--- config.mk ---
export PLATFORM = sky130hd
export DESIGN_NAME = decode_stage
export DESIGN_NICKNAME = d
export VERILOG_FILES = /design/src/rtl/decode_pkg.sv /design/src/rtl/decode_regfile.sv /design/src/rtl/decode_stage.sv
export SDC_FILE = /design/constraint.sdc
export NUM_CORES = 2
export LEC_CHECK = 0
export CORE_MARGIN = 2
export CORE_UTILIZATION = 55
export DETAILED_ROUTE_END_ITERATION = 8
export GPL_TIMING_DRIVEN = 0
export MAX_ROUTING_LAYER = met4
export PLACE_DENSITY = 0.73
export SLEW_MARGIN = 10
export SYNTH_ARGS = -nofsm -noshare
export SYNTH_HDL_FRONTEND = slang
export SYNTH_SLANG_ARGS = --single-unit
--- constraint.sdc ---
create_clock -name clk -period 4.5 [get_ports clk]
set_clock_uncertainty 0.05 [all_clocks]
set_input_delay 0.9 -clock clk [delete_from_list [all_inputs] [get_ports clk]]
set_output_delay 0.9 -clock clk [all_outputs]
set_load 0.03 [all_outputs]
--- src/rtl/decode_pkg.sv ---
// ============================================================================
// Module      : decode_pkg
// Description : Shared definitions for the instruction-decode stage: opcode
//               values, control-field widths and bit positions, instruction
//               field positions, the bubble constant and the opcode decoder.
// Revision    : 1.0 - initial release
// ============================================================================
`default_nettype none

package decode_pkg;

    // Recognised opcodes (instruction[31:26])
    localparam logic [5:0] OP_RTYPE = 6'b000000;
    localparam logic [5:0] OP_LW    = 6'b100011;
    localparam logic [5:0] OP_SW    = 6'b101011;
    localparam logic [5:0] OP_BEQ   = 6'b000100;
    localparam logic [5:0] OP_ADDI  = 6'b001000;

    // Instruction field positions
    localparam int OPCODE_MSB = 31;
    localparam int OPCODE_LSB = 26;
    localparam int RS_MSB     = 25;
    localparam int RS_LSB     = 21;
    localparam int RT_MSB     = 20;
    localparam int RT_LSB     = 16;
    localparam int RD_MSB     = 15;
    localparam int RD_LSB     = 11;
    localparam int IMM_MSB    = 15;
    localparam int IMM_LSB    = 0;

    // Control field widths
    localparam int WB_WIDTH  = 2;
    localparam int MEM_WIDTH = 2;
    localparam int EX_WIDTH  = 4;

    // Bit positions inside the control fields
    localparam int WB_REGWRITE_BIT = 1;
    localparam int WB_MEMTOREG_BIT = 0;
    localparam int MEM_READ_BIT    = 1;
    localparam int MEM_WRITE_BIT   = 0;
    localparam int EX_REGDST_BIT   = 3;
    localparam int EX_ALUOP_MSB    = 2;
    localparam int EX_ALUOP_LSB    = 1;
    localparam int EX_ALUSRC_BIT   = 0;

    // Decoded control bundle carried into ID/EX
    typedef struct packed {
        logic [WB_WIDTH-1:0]  wb;
        logic [MEM_WIDTH-1:0] mem;
        logic [EX_WIDTH-1:0]  ex;
        logic                 illegal;
    } ctrl_t;

    // A bubble carries no control activity and is never flagged illegal
    localparam ctrl_t CTRL_BUBBLE = '0;

    // Map an opcode to its write-back / memory / execute controls
    function automatic ctrl_t decode_opcode(input logic [5:0] opcode);
        ctrl_t c;
        c = CTRL_BUBBLE;
        case (opcode)
            OP_RTYPE: begin
                c.wb[WB_REGWRITE_BIT]   = 1'b1;
                c.ex[EX_REGDST_BIT]     = 1'b1;
                c.ex[EX_ALUOP_MSB]      = 1'b1;
            end
            OP_LW: begin
                c.wb[WB_REGWRITE_BIT]   = 1'b1;
                c.wb[WB_MEMTOREG_BIT]   = 1'b1;
                c.mem[MEM_READ_BIT]     = 1'b1;
                c.ex[EX_ALUSRC_BIT]     = 1'b1;
            end
            OP_SW: begin
                c.mem[MEM_WRITE_BIT]    = 1'b1;
                c.ex[EX_ALUSRC_BIT]     = 1'b1;
            end
            OP_BEQ: begin
                c.ex[EX_ALUOP_LSB]      = 1'b1;
            end
            OP_ADDI: begin
                c.wb[WB_REGWRITE_BIT]   = 1'b1;
                c.ex[EX_ALUSRC_BIT]     = 1'b1;
            end
            default: begin
                c.illegal               = 1'b1;
            end
        endcase
        return c;
    endfunction

endpackage : decode_pkg

`default_nettype wire

--- src/rtl/decode_regfile.sv ---
// ============================================================================
// Module      : decode_regfile
// Description : 2**REG_ADDR_WIDTH-entry register file with one synchronous
//               write port and two combinational read ports. Register 0 is
//               hard-wired to zero. Optional write-through bypass is enabled
//               by defining DECODE_BYPASS_EN.
// Revision    : 1.0 - initial release
// ============================================================================
`default_nettype none

module decode_regfile #(
    parameter int DATA_WIDTH     = 32,
    parameter int REG_ADDR_WIDTH = 5
) (
    input  logic                      clk,
    input  logic                      resetN,
    input  logic                      we_i,
    input  logic [REG_ADDR_WIDTH-1:0] waddr_i,
    input  logic [DATA_WIDTH-1:0]     wdata_i,
    input  logic [REG_ADDR_WIDTH-1:0] raddr1_i,
    input  logic [REG_ADDR_WIDTH-1:0] raddr2_i,
    output logic [DATA_WIDTH-1:0]     rdata1_o,
    output logic [DATA_WIDTH-1:0]     rdata2_o
);

    localparam int NUM_REGS = 1 << REG_ADDR_WIDTH;

    logic [DATA_WIDTH-1:0] regs_q [NUM_REGS];
    logic                  w_wrEn;

    // Writes to register 0 are dropped, so entry 0 stays at its reset value
    assign w_wrEn = we_i && (waddr_i != '0);

    // Storage: cleared on reset, written on the rising edge
    always_ff @(posedge clk or negedge resetN) begin
        if (!resetN) begin
            for (int i = 0; i < NUM_REGS; i++) begin
                regs_q[i] <= '0;
            end
        end else if (w_wrEn) begin
            regs_q[waddr_i] <= wdata_i;
        end
    end

`ifdef DECODE_BYPASS_EN
    // Read ports with write-through: a same-cycle write wins over storage
    always_comb begin
        rdata1_o = regs_q[raddr1_i];
        rdata2_o = regs_q[raddr2_i];
        if (w_wrEn && (waddr_i == raddr1_i)) begin
            rdata1_o = wdata_i;
        end
        if (w_wrEn && (waddr_i == raddr2_i)) begin
            rdata2_o = wdata_i;
        end
    end
`else
    // Read ports return stored values only; a same-cycle write is not seen
    assign rdata1_o = regs_q[raddr1_i];
    assign rdata2_o = regs_q[raddr2_i];
`endif

endmodule : decode_regfile

`default_nettype wire

--- src/rtl/decode_stage.sv ---
// ============================================================================
// Module      : decode_stage
// Description : Instruction-decode stage with ID/EX pipeline register.
//               Decodes the opcode into WB/MEM/EX controls, reads operands,
//               sign-extends the immediate, detects load-use hazards and
//               inserts bubbles on stall, flush or invalid input.
//               Optional macro: DECODE_BYPASS_EN (register-file write-through).
// Revision    : 1.0 - initial release
// ============================================================================
`default_nettype none

module decode_stage
    import decode_pkg::*;
#(
    parameter int DATA_WIDTH     = 32,   // must be >= 16
    parameter int PC_WIDTH       = 32,
    parameter int REG_ADDR_WIDTH = 5
) (
    input  logic                      clk,
    input  logic                      resetN,
    input  logic                      inValid,
    input  logic [PC_WIDTH-1:0]       programCounterIn,
    input  logic [31:0]               instruction,
    input  logic                      regWrite,
    input  logic [REG_ADDR_WIDTH-1:0] writeRegister,
    input  logic [DATA_WIDTH-1:0]     writeData,
    input  logic                      flush,
    output logic                      outValid,
    output logic [WB_WIDTH-1:0]       writeBackControl,
    output logic [MEM_WIDTH-1:0]      memAccessControl,
    output logic [EX_WIDTH-1:0]       calculationControl,
    output logic [PC_WIDTH-1:0]       programCounterOut,
    output logic [DATA_WIDTH-1:0]     readData1,
    output logic [DATA_WIDTH-1:0]     readData2,
    output logic [DATA_WIDTH-1:0]     immediateOperand,
    output logic [REG_ADDR_WIDTH-1:0] rs,
    output logic [REG_ADDR_WIDTH-1:0] rt,
    output logic [REG_ADDR_WIDTH-1:0] rd,
    output logic                      illegalOpcode,
    output logic                      pcWrite,
    output logic                      ifIdWrite
);

    // ------------------------------------------------------------------
    // Field extraction (5-bit fields resized to REG_ADDR_WIDTH)
    // ------------------------------------------------------------------
    logic [REG_ADDR_WIDTH-1:0] w_rsIdx;
    logic [REG_ADDR_WIDTH-1:0] w_rtIdx;
    logic [REG_ADDR_WIDTH-1:0] w_rdIdx;
    logic [DATA_WIDTH-1:0]     w_imm;
    logic [DATA_WIDTH-1:0]     w_rdata1;
    logic [DATA_WIDTH-1:0]     w_rdata2;

    assign w_rsIdx = REG_ADDR_WIDTH'(instruction[RS_MSB:RS_LSB]);
    assign w_rtIdx = REG_ADDR_WIDTH'(instruction[RT_MSB:RT_LSB]);
    assign w_rdIdx = REG_ADDR_WIDTH'(instruction[RD_MSB:RD_LSB]);
    assign w_imm   = DATA_WIDTH'(signed'(instruction[IMM_MSB:IMM_LSB]));

    // ------------------------------------------------------------------
    // Register file
    // ------------------------------------------------------------------
    decode_regfile #(
        .DATA_WIDTH     (DATA_WIDTH),
        .REG_ADDR_WIDTH (REG_ADDR_WIDTH)
    ) u_regfile (
        .clk      (clk),
        .resetN   (resetN),
        .we_i     (regWrite),
        .waddr_i  (writeRegister),
        .wdata_i  (writeData),
        .raddr1_i (w_rsIdx),
        .raddr2_i (w_rtIdx),
        .rdata1_o (w_rdata1),
        .rdata2_o (w_rdata2)
    );

    // ------------------------------------------------------------------
    // ID/EX pipeline register state
    // ------------------------------------------------------------------
    logic                      outValid_q,  outValid_d;
    ctrl_t                     ctrl_q,      ctrl_d;
    logic [PC_WIDTH-1:0]       pc_q;
    logic [DATA_WIDTH-1:0]     rdata1_q;
    logic [DATA_WIDTH-1:0]     rdata2_q;
    logic [DATA_WIDTH-1:0]     imm_q;
    logic [REG_ADDR_WIDTH-1:0] rs_q;
    logic [REG_ADDR_WIDTH-1:0] rt_q;
    logic [REG_ADDR_WIDTH-1:0] rd_q;

    logic                      w_loadUse;
    logic                      w_bubble;
    ctrl_t                     w_decoded;

    // Hazard detection and bubble selection for the next ID/EX contents.
    // A load in ID/EX whose destination (non-zero) feeds the instruction in
    // ID must hold IF/ID for one cycle; a flush discards that instruction
    // anyway, so it releases the hold.
    always_comb begin
        w_decoded  = decode_opcode(instruction[OPCODE_MSB:OPCODE_LSB]);
        w_loadUse  = inValid && outValid_q && ctrl_q.mem[MEM_READ_BIT]
                     && (rt_q != '0)
                     && ((rt_q == w_rsIdx) || (rt_q == w_rtIdx));
        w_bubble   = !inValid || flush || w_loadUse;
        outValid_d = !w_bubble;
        ctrl_d     = w_bubble ? CTRL_BUBBLE : w_decoded;
        pcWrite    = flush || !w_loadUse;
        ifIdWrite  = flush || !w_loadUse;
    end

    // ID/EX register: controls follow the bubble decision, data always loads
    always_ff @(posedge clk or negedge resetN) begin
        if (!resetN) begin
            outValid_q <= 1'b0;
            ctrl_q     <= CTRL_BUBBLE;
            pc_q       <= '0;
            rdata1_q   <= '0;
            rdata2_q   <= '0;
            imm_q      <= '0;
            rs_q       <= '0;
            rt_q       <= '0;
            rd_q       <= '0;
        end else begin
            outValid_q <= outValid_d;
            ctrl_q     <= ctrl_d;
            pc_q       <= programCounterIn;
            rdata1_q   <= w_rdata1;
            rdata2_q   <= w_rdata2;
            imm_q      <= w_imm;
            rs_q       <= w_rsIdx;
            rt_q       <= w_rtIdx;
            rd_q       <= w_rdIdx;
        end
    end

    // ------------------------------------------------------------------
    // Outputs
    // ------------------------------------------------------------------
    assign outValid           = outValid_q;
    assign writeBackControl   = ctrl_q.wb;
    assign memAccessControl   = ctrl_q.mem;
    assign calculationControl = ctrl_q.ex;
    assign illegalOpcode      = ctrl_q.illegal;
    assign programCounterOut  = pc_q;
    assign readData1          = rdata1_q;
    assign readData2          = rdata2_q;
    assign immediateOperand   = imm_q;
    assign rs                 = rs_q;
    assign rt                 = rt_q;
    assign rd                 = rd_q;

endmodule : decode_stage

`default_nettype wire
* Word level (Yosys, flattened, before mapping) *
Index checks and enable logic that the tools add are counted.

cells by class
  bitwise gates (word level) = 3
  order comparisons = 4
  mux-type cells = 17
  equality and inequality tests = 6
  reductions and logical operators = 19

operators by type and width
  cell                                                                   number
  1024-bit bitwise mux                                                   1
  32-bit binary-select mux with 5-bit select                             2
  32-bit demux with 5-bit select                                         1
  32-bit 2-to-1 mux                                                      5
  6-bit greater-or-equal comparator (second input constant)              3
  5-bit inverter with 6-bit output                                       3
  6-bit == test (second input constant)                                  2
  5-bit == test                                                          2
  5-bit nonzero test                                                     2
  9-bit 2-to-1 mux                                                       1
  6-bit by 3-bit == test with 1-bit output (second input constant)       1
  6-bit by 4-bit == test with 1-bit output (second input constant)       1
  1-bit logical AND                                                      6
  6-bit zero test                                                        1
  6-bit by 1-bit < comparator with 1-bit output (second input constant)  1
  3-bit OR reduction                                                     2
  1-bit 2-to-1 mux                                                       5
  5-bit OR reduction                                                     1
  1-bit logical OR                                                       4
  2-bit 2-to-1 mux                                                       2
  1-bit zero test                                                        3

storage, ports and cells
  bits in registers = 1,161

* Logic depth before layout (Yosys ltp) *
  depth after elaboration = 6
  mapped depth = 8
  gate-level depth less buffers = 5

* Modules after synthesis *
Synthesis repeated with hierarchy kept, for this count alone.

second synthesis, totals
  cell total of the unflattened synthesis = 4,793
  area total of the unflattened synthesis = 59,653.5 um^2

by module, submodules not included
  module          seq. area each (um^2)  cells each  times used  area an instance (um^2)
  decode_regfile  25,624.6               4,601       1           55,937.4
  decode_stage    3,253.1                192         1           3,716.1

* Worst setup path after synthesis *
OpenSTA, ideal clock, no wires.

  kind = input to output
  start = in instruction[17]
  end = out pcWrite
  arrival time = 2.425 ns
  cell stages on the path = 7
  path buffers = 3
  slack = 1.125 ns
  data required time = 3.550 ns
  cells stage by stage = buf_2 > buf_2 > xnor2_1 > nand3_1 > a21oi_1 > nand2b_1 > buf_4

between the ends
  longest elaborated chain between the ends = 5

ends and longest elaborated chain
  what                RTL line             RTL
  start: declaration  decode_stage.sv:23   input logic [31:0] instruction,
  5-bit == test       decode_stage.sv:102  && ((rt_q == w_rsIdx) || (rt_q == w_rtIdx));
  1-bit logical OR    decode_stage.sv:102
  1-bit logical AND   decode_stage.sv:102
  1-bit zero test     --
  1-bit logical OR    --
  end: declaration    decode_stage.sv:40   output logic pcWrite,

Every way passes these cells.

* Worst setup path in the final report *
  start = in instruction[17]
  end = out pcWrite

between the ends
  longest elaborated chain between the ends = 5

ends and longest elaborated chain
  what               RTL line             RTL
  5-bit == test      decode_stage.sv:102
  1-bit logical OR   decode_stage.sv:102
  1-bit logical AND  decode_stage.sv:102
  1-bit zero test    decode_stage.sv:106  pcWrite = flush || !w_loadUse;
  1-bit logical OR   decode_stage.sv:106

Every way passes these cells.

==> results by group <==
Status
  – Outcome: finished clean

Layout
  – Multi-input gate area: 27940 um^2
  – Reg area: 28880 um^2
  – Post-route insts no fill: 6708
  – Final core utilization: 63.58%
  – Nets: 5309
  – Synthesis-to-layout area growth: 14.84%
  – Layout cells sized above 1: 26.89%
  – Filler cells: 8326

Power and ir drop
  – Pleak: 31.88 nW
  – Peak supply drop: 0.3497 mV
  – Tot Pwr: 30.04 mW
  – Pwr dens: 442.6 nW/um^2

CTS
  – Clk buf depth: 3
  – # Post-CTS Setup Buffers: 0
  – Clock latency on the worst-skew pair: 0.75 ns
  – CTS Buf Count: 132
  – # clock sinks: 1154
  – CTS tree: built
  – Root Driver: clkbuf_16
  – Htree depth: 4
  – Clock transition at path regs: 0.06 ns

Min path
  – Startpoint of the worst hold path: u_regfile.regs_q[995]$_DFFE_PN0P_
  – Hold Path Class: reg2reg
  – Worst Hold End: u_regfile.regs_q[995]$_DFFE_PN0P_
  – Hold path cells: 1

Placement
  – IO Port Bufs: 258
  – Hpwl dp: 143100 um
  – Routability cong.: 0.9789
  – Placed cells: 6471
  – Place WS: -0.4612 ns

Floorplanning
  – Core Region: 106800 um^2
  – I/O pins: 261
  – Chip Width: 331.8 um
  – Die span in y: 331.8 um
  – Total die area: 110100 um^2
  – Row count: 120
  – Initial Util: 55.37%

Yosys
  – Synth Flop Type: dfrtp_1
  – Fraction of synthesized cell area taken by the top area cell type: 48.86%
  – Synth Instances: 4802
  – Syn. warnings: 0
  – Synth area leader: dfrtp_1
  – Post-synthesis cell type count: 36
  – Ys async rst share: 100.0%
  – Yosys reg bits: 1154
  – Syn Std Cell Area: 59110 um^2
  – Syn_area_per_cell: 12.31 um^2
  – Syn_nets: 4908
  – Seq/Total Area, Yosys: 48.86%
  – Area contributors post-synth: dfrtp_1 49%, mux2_2 18%, mux2i_1 17%
  – EDFF count, synth: 0

STA
  – Minimum clock period: 4.322 ns
  – Slew Limit Fails: 0
  – Final Hold Fails: 0
  – Least-Margin Pin Slew: 1.383 ns
  – Max frequency: 231.4 MHz
  – Worst hold slack: 0.4299 ns
  – Unrepaired setup endpoints after global routing: no
  – Slew HR: 7.774%
  – # setup viols final: 0
  – Final worst path period share: 96.05%
  – Setup ws final: 0.1776 ns

Setup path
  – CP Data Required Time: 3.55 ns
  – CP Max Fanout: 10
  – Critical path class: in2out
  – Reg2Reg Setup Slack: 2.59 ns
  – Most frequent CP cell: buf_4
  – CP peak stage delay: 0.59 ns
  – CP Cell Sequence: dlygate4sd2_1 > buf_2 > buf_4 > xnor2_1 > nand3_1 > a21oi_4 > nand2b_1 > buf_4 > clkdlybuf4s50_1
  – CP startpoint kind: primary input
  – Critical-path top delay cell: clkdlybuf4s50_1
  – Buf+Inv Stages, Crit Path: 5
  – Reg2Reg Capture Point: memAccessControl[0]$_DFF_PN0_
  – WP data arrival: 3.37 ns
  – Critical Path Sink Type: primary output
  – Worst R2R Start: rt[1]$_DFF_PN0_
  – Crit-path leading delay family: buffers and inverters
  – R2R depth: 4

Route
  – Wire per inst: 30.74 um
  – Via count: 44275
  – DRC viols: 0
  – First drt pass iteration count: 7
  – DR iter-0 viols: 4993
  – DR vias/cell: 6.600
  – WL final: 206200 um
  – Number of nets still failing antenna checks after routing: 0

Global route
  – Vias in the first global route: 44712
  – GR Overflow Total: 0
  – First-pass GRT wire length: 299600 um
  – GRT Total Usage: 38.20%
  – Largest net degree at the start of global routing: 154
  – Initial antenna violation count: 3

Job
  – Max_cap viols: 0
-- cell families after synthesis --
logic type,count (synthesis),share of synthesized area [%]
compound gates,580,6.683
simple gates,536,4.185
buf+inv,506,3.884
mux,2016,36.24
xor+xnor,10,0.1482
flops,1154,48.86
-- cells in the final DEF (no fill, tap or decap), drive strengths merged, types with 3 or more instances in the layout --
| cell type | Yosys | layout |
|---|---|---|
| a21oi | 194 | 194 |
| a22o | 128 | 128 |
| a22oi | 192 | 192 |
| a31oi | 64 | 64 |
| buf | 269 | 278 |
| clkbuf | 237 | 436 |
| clkdlybuf4s50 | 0 | 255 |
| clkinv | 0 | 24 |
| dfrtp | 1154 | 1154 |
| diode | 0 | 6 |
| inv | 0 | 4 |
| mux2 | 992 | 992 |
| mux2i | 1024 | 1024 |
| nand2 | 209 | 209 |
| nand2b | 11 | 11 |
| nand3 | 196 | 196 |
| nand4b | 3 | 3 |
| nor2 | 20 | 20 |
| nor2b | 8 | 8 |
| nor3 | 73 | 73 |
| nor4 | 3 | 3 |
| or3 | 4 | 4 |
| xnor2 | 4 | 4 |
| xor2 | 6 | 6 |
-- per-stage QoR --
| step | TNS, ns | cell area (um^2) |
|---|---|---|
| finish | 0 | 67880 |
| global route | 0 | 67870 |
| global placement | - | 63440 |
| detailed placement | -0.9538 | 63680 |
| CTS | 0 | 67860 |
| floorplan | 0 | 59110 |
-- synthesized netlist by cell type, types with 64 or more instances --
| cell type | count |
|---|---|
| buf_2 | 211 |
| a22oi_1 | 192 |
| nand3_1 | 196 |
| nor3_1 | 72 |
| a22o_1 | 128 |
| nand2_1 | 209 |
| clkbuf_1 | 236 |
| a21oi_1 | 194 |
| mux2_2 | 970 |
| mux2i_1 | 1024 |
| dfrtp_1 | 1154 |
| a31oi_1 | 64 |
-- metal layers --
layer | GRT usage, % | part of all wire [%]
met3 | 10.09 | 10
met2 | 54.90 | 43
met4 | 23.24 | 6.9
met5 | - | 0
met1 | 48.41 | 40
-- how the worst max path moves through the flow --
stage | start | to | slack (ns) | cells past startpoint
floorplan | instruction[17] | pcWrite | 1.12 | 7
global placement | resetN | readData1[15]$_DFF_PN0_ | -49.95 | 1
detailed placement | instruction[17] | pcWrite | -0.46 | 9
CTS | instruction[22] | pcWrite | 0.05 | 9
global route | instruction[17] | pcWrite | 0.13 | 9
finish | instruction[17] | pcWrite | 0.18 | 9
-- flip-flops by register name (all words and copies together) (netlist names) --
name	cells
immediateOperand	12
rt	5
illegalOpcode	1
memAccessControl	1
writeBackControl	2
readData2	32
outValid	1
programCounterOut	32
u_regfile.regs_q	1024
rs	5
calculationControl	3
readData1	32
rd	4
-- what timing repair did --
action / in CTS / in global routing
resized for setup: 5 / 1
setup endpoints to repair: 2 / 2
endpoints found under the hold margin: 13 / 0
hold buffers: 1 / 0
-- layout make-up --
type                    count  area share (%)
clock buffers             199           5.810
clock inverters            31          0.3060
flip-flops and latches   1154           42.54
plain buffers             506           3.394
diodes                      6         0.02212
well taps                1403           2.586
multi-input cells        3142           41.17
repair buffers            267           4.171
-- power breakdown --
| group | total, mW | switching [mW] | internal [mW] | leakage (nW) |
|---|---|---|---|---|
| sequential | 13.6 | 1.39 | 12.2 | 14.7 |
| clock | 10.5 | 4.42 | 6.09 | 2.05 |
| combinational | 5.90 | 2.99 | 2.91 | 15.1 |
| total | 30.0 | 8.80 | 21.2 | 31.9 |
Note: power is estimated with default switching activity, not from simulation.
